[src/rtl/pipe_pkg.sv]
`default_nettype none
// ============================================================================
//  Module      : pipe_pkg
//  Description : Shared definitions for the 5-stage core pipeline registers:
//                control-bundle field offsets, per-boundary data widths and
//                a small occupancy helper.
//  Revision    : 1.0 - initial release
// ============================================================================
package pipe_pkg;

  // Control bundle bit positions as used by the core
  localparam int CTRL_WREG     = 0;
  localparam int CTRL_M2REG    = 1;
  localparam int CTRL_WMEM     = 2;
  localparam int CTRL_ALUC_LSB = 3;
  localparam int CTRL_ALUC_MSB = 6;
  localparam int CTRL_ALUIMM   = 7;
  localparam int CTRL_REGRT    = 8;
  localparam int CORE_CTRL_W   = 9;

  // Data bundle width at each stage boundary of the core
  localparam int DATA_W_IFID   = 32;
  localparam int DATA_W_IDEXE  = 101;
  localparam int DATA_W_EXEMEM = 69;
  localparam int DATA_W_MEMWB  = 69;

  // Number of held entries from the two valid bits (0..2)
  function automatic logic [1:0] occ_count(input logic a, input logic b);
    return {a & b, a ^ b};
  endfunction

endpackage : pipe_pkg
`default_nettype wire

[src/rtl/pipe_entry_reg.sv]
`default_nettype none
// ============================================================================
//  Module      : pipe_entry_reg
//  Description : One pipeline entry: valid bit plus control and data bundles.
//                clear_i drops the valid bit (bundles keep their value),
//                load_i captures a new entry. clear_i wins over load_i.
//  Revision    : 1.0 - initial release
// ============================================================================
module pipe_entry_reg #(
  parameter int CTRL_W = 8,
  parameter int DATA_W = 96
) (
  input  logic              clk,
  input  logic              rst_n,
  input  logic              clear_i,
  input  logic              load_i,
  input  logic [CTRL_W-1:0] ctrl_i,
  input  logic [DATA_W-1:0] data_i,
  output logic              valid_o,
  output logic [CTRL_W-1:0] ctrl_o,
  output logic [DATA_W-1:0] data_o
);

  logic              valid_q, valid_d;
  logic [CTRL_W-1:0] ctrl_q,  ctrl_d;
  logic [DATA_W-1:0] data_q,  data_d;

  // Next entry: hold by default, clear kills valid only, load takes new bundles
  always_comb begin
    valid_d = valid_q;
    ctrl_d  = ctrl_q;
    data_d  = data_q;
    if (clear_i) begin
      valid_d = 1'b0;
    end else if (load_i) begin
      valid_d = 1'b1;
      ctrl_d  = ctrl_i;
      data_d  = data_i;
    end
  end

  // Entry storage with asynchronous reset
  always_ff @(posedge clk or negedge rst_n) begin
    if (!rst_n) begin
      valid_q <= 1'b0;
      ctrl_q  <= '0;
      data_q  <= '0;
    end else begin
      valid_q <= valid_d;
      ctrl_q  <= ctrl_d;
      data_q  <= data_d;
    end
  end

  assign valid_o = valid_q;
  assign ctrl_o  = ctrl_q;
  assign data_o  = data_q;

endmodule : pipe_entry_reg
`default_nettype wire

[src/rtl/pipe_stage_reg.sv]
`default_nettype none
// ============================================================================
//  Module      : pipe_stage_reg
//  Description : Handshaked pipeline-stage register with optional 2-entry skid
//                buffer, synchronous flush (bubble insertion) and a saturating
//                stall counter. Main entry M drives the outputs; skid entry S
//                only fills when M is stalled.
//  Revision    : 1.0 - initial release
// ============================================================================
module pipe_stage_reg
  import pipe_pkg::*;
#(
  parameter int DATA_W = 96,
  parameter int CTRL_W = 8,
  parameter int SKID   = 1,
  parameter int CNT_W  = 16
) (
  input  logic              clk,
  input  logic              rst_n,
  input  logic              in_valid_i,
  output logic              in_ready_o,
  input  logic [CTRL_W-1:0] in_ctrl_i,
  input  logic [DATA_W-1:0] in_data_i,
  output logic              out_valid_o,
  input  logic              out_ready_i,
  output logic [CTRL_W-1:0] out_ctrl_o,
  output logic [DATA_W-1:0] out_data_o,
  input  logic              flush_i,
  input  logic              clr_cnt_i,
  output logic [CNT_W-1:0]  stall_cnt_o,
  output logic [1:0]        occupancy_o
);

  localparam logic [CNT_W-1:0] C_CNT_MAX = {CNT_W{1'b1}};

  logic              m_valid, s_valid;
  logic [CTRL_W-1:0] m_ctrl,  s_ctrl;
  logic [DATA_W-1:0] m_data,  s_data;

  logic              in_ready;
  logic              push, pop;
  logic              m_load, m_clear, m_from_s;
  logic              s_load, s_clear;
  logic              m_valid_nx, s_valid_nx;
  logic [CTRL_W-1:0] m_ctrl_in;
  logic [DATA_W-1:0] m_data_in;

  logic [1:0]        occ_q, occ_d;
  logic [CNT_W-1:0]  cnt_q, cnt_d;

  assign push = in_valid_i & in_ready;
  assign pop  = m_valid & out_ready_i;

  // Entry movement: flush kills everything, S refills M on pop, push goes to
  // whichever entry is next free in FIFO order
  always_comb begin
    m_load   = 1'b0;
    m_clear  = 1'b0;
    m_from_s = 1'b0;
    s_load   = 1'b0;
    s_clear  = 1'b0;
    if (flush_i) begin
      m_clear = 1'b1;
      s_clear = 1'b1;
    end else if (pop) begin
      if (s_valid) begin
        m_load   = 1'b1;
        m_from_s = 1'b1;
        if (push) s_load  = 1'b1;
        else      s_clear = 1'b1;
      end else if (push) begin
        m_load = 1'b1;
      end else begin
        m_clear = 1'b1;
      end
    end else if (push) begin
      if (m_valid) s_load = 1'b1;
      else         m_load = 1'b1;
    end
  end

  assign m_ctrl_in = m_from_s ? s_ctrl : in_ctrl_i;
  assign m_data_in = m_from_s ? s_data : in_data_i;

  // Post-edge valid bits, used for the registered occupancy and in_ready
  assign m_valid_nx = m_clear ? 1'b0 : (m_load | m_valid);
  assign s_valid_nx = (SKID != 0) && !s_clear && (s_load | s_valid);

  pipe_entry_reg #(
    .CTRL_W (CTRL_W),
    .DATA_W (DATA_W)
  ) u_main (
    .clk     (clk),
    .rst_n   (rst_n),
    .clear_i (m_clear),
    .load_i  (m_load),
    .ctrl_i  (m_ctrl_in),
    .data_i  (m_data_in),
    .valid_o (m_valid),
    .ctrl_o  (m_ctrl),
    .data_o  (m_data)
  );

  generate
    if (SKID != 0) begin : g_skid
      logic rdy_q;

      pipe_entry_reg #(
        .CTRL_W (CTRL_W),
        .DATA_W (DATA_W)
      ) u_skid (
        .clk     (clk),
        .rst_n   (rst_n),
        .clear_i (s_clear),
        .load_i  (s_load),
        .ctrl_i  (in_ctrl_i),
        .data_i  (in_data_i),
        .valid_o (s_valid),
        .ctrl_o  (s_ctrl),
        .data_o  (s_data)
      );

      // Registered ready: accept whenever the skid entry will be empty
      always_ff @(posedge clk or negedge rst_n) begin
        if (!rst_n) rdy_q <= 1'b1;
        else        rdy_q <= !s_valid_nx;
      end

      assign in_ready = rdy_q;
    end else begin : g_no_skid
      assign s_valid  = 1'b0;
      assign s_ctrl   = '0;
      assign s_data   = '0;
      assign in_ready = !m_valid | out_ready_i;
    end
  endgenerate

  // Stall counter next value: clear first, then saturating increment
  always_comb begin
    cnt_d = cnt_q;
    if (clr_cnt_i) begin
      cnt_d = '0;
    end else if (m_valid && !out_ready_i && !flush_i && cnt_q != C_CNT_MAX) begin
      cnt_d = cnt_q + 1'b1;
    end
  end

  assign occ_d = occ_count(m_valid_nx, s_valid_nx);

  // Counter and occupancy registers
  always_ff @(posedge clk or negedge rst_n) begin
    if (!rst_n) begin
      cnt_q <= '0;
      occ_q <= 2'd0;
    end else begin
      cnt_q <= cnt_d;
      occ_q <= occ_d;
    end
  end

  assign in_ready_o  = in_ready;
  assign out_valid_o = m_valid;
  assign out_ctrl_o  = m_valid ? m_ctrl : '0;
  assign out_data_o  = m_data;
  assign stall_cnt_o = cnt_q;
  assign occupancy_o = occ_q;

endmodule : pipe_stage_reg
`default_nettype wire

[config.mk]
export PLATFORM = sky130hd
export DESIGN_NAME = pipe_stage_reg
export DESIGN_NICKNAME = d
export VERILOG_FILES = /design/src/rtl/pipe_pkg.sv /design/src/rtl/pipe_entry_reg.sv /design/src/rtl/pipe_stage_reg.sv
export SDC_FILE = /design/constraint.sdc
export NUM_CORES = 1
export LEC_CHECK = 0
export ABC_CLOCK_PERIOD_IN_PS = 2550
export CAP_MARGIN = 15
export CORE_ASPECT_RATIO = 1.25
export CORE_MARGIN = 2
export CORE_UTILIZATION = 30
export DETAILED_ROUTE_END_ITERATION = 16
export PLACE_DENSITY_LB_ADDON = 0.12
export SETUP_SLACK_MARGIN = 0.3
export SLEW_MARGIN = 20
export SYNTH_ARGS = -nofsm -noshare
export SYNTH_HDL_FRONTEND = slang
export SYNTH_HIERARCHICAL = 1
export SYNTH_SLANG_ARGS = --single-unit
[constraint.sdc]
create_clock -name clk -period 2.55 [get_ports clk]
set_input_delay 0.765 -clock clk [delete_from_list [all_inputs] [get_ports clk]]
set_output_delay 0.765 -clock clk [all_outputs]
set_load 0.05 [all_outputs]
After elaboration in Yosys (flattened, before gate mapping)
Cells that the tools add are included.
- register bits after elaboration: 229
- bits of input ports: 110
- output and inout bits: 124
- add/sub/neg operators: 1
- equality and inequality tests: 1
- multiplexer cells: 31
- bitwise logic cells: 8
- reduce and logical (&&, ||, !) cells: 13
- operator list (operator ; number):
    96-bit 2-to-1 mux ; 1
    16-bit 2-to-1 mux ; 2
    1-bit 2-to-1 mux ; 26
    16-bit by 1-bit adder with 16-bit output (second input constant) ; 1
    8-bit 2-to-1 mux ; 2
    16-bit inequality test (second input constant) ; 1
    2-bit nonzero test ; 3
    1-bit logical AND ; 4
    1-bit logical NOT ; 4
    2-bit AND reduction ; 2
    1-bit AND ; 3
    1-bit NOT ; 2
    1-bit bitwise OR ; 2
    1-bit XOR ; 1

Depth between registers and ports, before layout
- word-level depth: 8
- gate-level depth with buffers: 9

Cells and area by module
Netlist, hierarchy kept.
- by module, submodules not included (module ; instances ; cells an instance ; area each (µm²) ; sequential area each (µm²)):
    pipe_entry_reg ; 2 ; 224 ; 4179.0 ; 2627.5
    pipe_stage_reg ; 1 ; 237 ; 2393.5 ; 476.7

Least setup slack after synthesis
Ideal clock, no wire load.
- path kind: input to register
- start: input port in_valid_i
- end: register g_skid.u_skid.ctrl_q[0] (netlist: g_skid.u_skid/ctrl_o[0])
- setup time: 0.125 ns
- arrival time: 2.232 ns
- data required time: 2.425 ns
- path slack: 0.193 ns
- stages on the path: 7
- path buffers: 3
- cells stage by stage: nand2_1 -> nor4b_1 -> nor2b_1 -> buf_6 -> buf_12 -> buf_8 -> mux2_4
- RTL lines (element ; line ; source):
    from (decl) ; pipe_stage_reg.sv:20 ; input logic in_valid_i,
    1-bit AND * ; pipe_stage_reg.sv:51 ; assign push = in_valid_i & in_ready;
    1-bit 2-to-1 mux ; pipe_stage_reg.sv:69 ; if (push) s_load = 1'b1;
    1-bit 2-to-1 mux ; pipe_stage_reg.sv:66 ; if (s_valid) begin
    1-bit 2-to-1 mux * ; pipe_stage_reg.sv:65 ; end else if (pop) begin
    1-bit 2-to-1 mux * ; pipe_stage_reg.sv:62 ; if (flush_i) begin
    via s_load ; pipe_stage_reg.sv:43 ; logic s_load, s_clear;
    2-bit AND reduction (no line) * ; n/a ;
    to (signal assigned) ; pipe_entry_reg.sv:50 ; ctrl_q <= ctrl_d;
    to (decl) ; pipe_entry_reg.sv:25 ; logic [CTRL_W-1:0] ctrl_q, ctrl_d;
Mark *: on every way through the listed nets, which the timed path passes. The rest lies on a longest branch.
A chain may end at the register's enable or synchronous reset.

Final worst setup path
- start: register u_main.data_q[71] (netlist: u_main/data_o[71])
- end: output port out_data_o[71]
- RTL lines (element ; line ; source):
    from (decl) ; pipe_entry_reg.sv:26 ; logic [DATA_W-1:0] data_q, data_d;
    from (signal assigned) ; pipe_entry_reg.sv:51 ; data_q <= data_d;
    to (decl) ; pipe_stage_reg.sv:27 ; output logic [DATA_W-1:0] out_data_o,
No word-level cell between the ends.

==> results.json <==
{
  "drt_iter0_drc": 235,
  "setup_tns_ns": 0,
  "grt_pass1_wl_um": 41600,
  "worst_pin_slew_ns": 0.553,
  "ys_seq_elements": 229,
  "ys_async_sr_fraction_pct": 100,
  "io_pins": 234,
  "core_sq_um": 35400,
  "chipWidth_um": 173,
  "seq_area_frac_synth_pct": 53.3,
  "vias": 6599,
  "ant_nets": 0,
  "drv_cap": 0,
  "skew_ns": 0.00780,
  "synth_flop_cell": "dfrtp_1",
  "drc": 0,
  "viasPerCell": 4.48,
  "p_int_uw": 8170,
  "critPathArrivalTime_ns": 1.43,
  "routedWlPerCell_um": 18.0,
  "hold_path_class": "in2async",
  "rows": 77,
  "cts.path.max_buffers": 3,
  "cts_buffers": 27,
  "status": "complete, no violations",
  "hold_viol": 0,
  "clockPowerShare_pct": 30.4,
  "grt_antenna_before_repair": 1,
  "syn_to_final_growth_pct": 41.6,
  "start_kind": "register",
  "final_core_util_pct": 43.1,
  "initial_core_util_pct": 30.4,
  "p_comb_share_pct": 30.2,
  "switchingPower_uw": 4030,
  "crit_type": "reg2out",
  "dp_hpwl_um": 17800,
  "syn_avg_cell_area_sq_um": 15.7,
  "reg2reg_slack_ns": 0.39,
  "insertion_delay_ns": 0.54,
  "slew_headroom_pct": 63.0,
  "grt_use_total_pct": 13.8,
  "rr_worst_depth": 8,
  "crit_fanout": 2,
  "startpoint": "u_main/data_o[71]$_DFFE_PN0P_",
  "path_depth": 1,
  "rsz0062_at_grt": "no",
  "fillers": 3300,
  "routed_wirelength_um": 26600,
  "reg2reg_to": "u_main/ctrl_o[2]$_DFFE_PN0P_",
  "synth_edf_count": 0,
  "cp.required_ns": 1.79,
  "port_buffers": 233,
  "finalHoldWorstSlack_ns": 0.178,
  "max_freq_mhz": 455,
  "ys.warnings.count": 6,
  "fin_nets": 1094,
  "p_seq_share_pct": 39.4,
  "path_buf_inv": 1,
  "gp_congestion": 0.719,
  "max_stage_delay_ns": 0.54,
  "synth.distinct_cells": 45,
  "slowest_stage": "dlygate4sd2_1",
  "cts.sinks": 229,
  "syn_inst": 685,
  "ctsRootBufferMaster": "clkbuf_16",
  "worst_slack_ns": 0.351,
  "grt_max_degree": 62,
  "drv_slew": 0,
  "dieArea_sq_um": 37400,
  "grt_overflow_total": 0,
  "totalPowerFinal_uw": 12200,
  "switching_share_pct": 33.0,
  "clkTransAtPathRegs_ns": 0.06,
  "h-tree-depth": 1,
  "crit_family": "buffers and inverters",
  "fin_crit_sh_pct": 86.2,
  "layout-drive-gt1-share_pct": 48.4,
  "syn_area_sq_um": 10800,
  "end_kind": "output port",
  "ir_worst_vdd_v": 0.000406,
  "grt_pass1_vias": 7063,
  "leakagePower_uw": 0.00675,
  "finalCriticalPeriod_ns": 2.20,
  "place_ws_ns": -0.314,
  "worstSetupEndpoint": "out_data_o[71]",
  "synth_fp_nets": 797,
  "die_height_um": 216,
  "power.density_nw_per_um2": 802,
  "path_cells": "dlygate4sd2_1",
  "cts_tree": "built",
  "setup_viol": 0,
  "drt_first_pass_iters": 4,
  "r2r-start": "in_ready_o$_DFF_PN1_"
}
==> synthesized netlist by cell type (all sizes together), types with 4 or more instances <==
cell	number	area (sq um)
inv	6	22.5
and2	9	56.3
nand2	7	26.3
dfrtp	228	5710
mux2	314	3990
nor2	8	30.0
o31ai	8	60.1
nor2b	5	31.3
a21oi	14	70.1
or4	6	45.0
or3	4	25.0
nand3	4	32.5
buf	37	347
==> power groups by stage <==
stage / registers (uW) / clock network [uW] / logic (uW)
2_1_floorplan: 6190 / 0 / 1160
3_3_place_gp: 4870 / 0 / 3900
3_5_place_dp: 4880 / 0 / 3920
4_1_cts: 4820 / 3870 / 3690
5_1_grt: 4920 / 4030 / 3870
6_report: 4810 / 3700 / 3690
==> worst min-delay path by stage <==
stage,to,startpoint
finish,g_skid.u_skid/data_o[77]$_DFFE_PN0P_,rst_n
global route,g_skid.u_skid/data_o[77]$_DFFE_PN0P_,rst_n
CTS,g_skid.u_skid/data_o[77]$_DFFE_PN0P_,rst_n
detailed placement,g_skid.u_skid/data_o[91]$_DFFE_PN0P_,g_skid.u_skid/data_o[91]$_DFFE_PN0P_
global placement,u_main/ctrl_o[7]$_DFFE_PN0P_,u_main/ctrl_o[7]$_DFFE_PN0P_
floorplan,g_skid.u_skid/ctrl_o[0]$_DFFE_PN0P_,rst_n
==> sequential cells by signal, indices dropped and copies added, names as in the netlist <==
| signal | flops |
|---|---|
| g_skid.u_skid/ctrl_o | 8 |
| g_skid.u_skid/valid_o | 1 |
| u_main/data_o | 96 |
| occupancy_o | 2 |
| stall_cnt_o | 16 |
| g_skid.u_skid/data_o | 96 |
| in_ready_o | 1 |
| u_main/ctrl_o | 8 |
| u_main/valid_o | 1 |
==> metrics by stage <==
stage	cells	cell area, sq um
2_1_floorplan	685	10800
3_3_place_gp	1415	14200
3_5_place_dp	1415	14200
4_1_cts	1462	15000
5_1_grt	1473	15200
6_report	1474	15200
==> what timing repair did <==
| item | CTS | global route |
|---|---|---|
| gates cloned | 0 | 5 |
| pin swaps | 0 | 4 |
| gates resized for setup | 171 | 49 |
| endpoints found under the hold margin | 0 | 0 |
| hold buffers | 0 | 0 |
| buffers inserted | 1 | 6 |
| endpoints found under the setup margin | 164 | 222 |
==> placed cells by master (no fill, tap or decap), drive strengths merged, types with 3 or more instances in the layout <==
cell,Yosys,layout
nor2,8,8
o21ai,3,3
dlymetal6s2s,0,3
clkdlybuf4s50,0,105
nor2b,5,5
nand4,3,3
dfrtp,228,228
o31ai,8,8
and3,3,3
inv,6,6
clkdlybuf4s15,0,47
or3,4,4
nand3,4,4
buf,37,80
a21oi,14,14
dlygate4sd2,0,56
and2,9,9
mux2,314,314
or4,6,6
nand2,7,7
clkbuf,2,58
==> final cells by class <==
| class | count | area, sq um | area share [%] |
|---|---|---|---|
| Multi-Input combinational cell | 411 | 4720 | 31.0 |
| Tap cell | 474 | 593 | 3.90 |
| Clock buffer | 42 | 782 | 5.14 |
| Timing Repair Buffer | 307 | 3330 | 21.8 |
| Antenna cell | 1 | 2.50 | 0.0164 |
| Sequential cell | 229 | 5730 | 37.7 |
| Inverter | 6 | 22.5 | 0.148 |
| Clock inverter | 4 | 47.5 | 0.312 |
==> cells by family after synthesis <==
logic type | after synthesis | share of synthesized area (%)
AND/OR/NAND/NOR | 61 | 3.86
adder cells (fa/ha/maj) | 2 | 0.233
multiplexers | 315 | 37.2
AO/OA/AOI/OAI | 33 | 1.92
buffers and inverters | 45 | 3.50
flip-flops | 229 | 53.3
==> layer usage <==
layer | share of wire (%) | global-route usage, % | up-vias
met4 | 1.8 | 3.59 | 0
met1 | 45 | 18.6 | 3301
li1 | - | - | 3090
met5 | 0 | 0 | -
met3 | 6.8 | 3.88 | 29
met2 | 46 | 21.9 | 179
No activity file was read; power rests on OpenSTA's default activity.
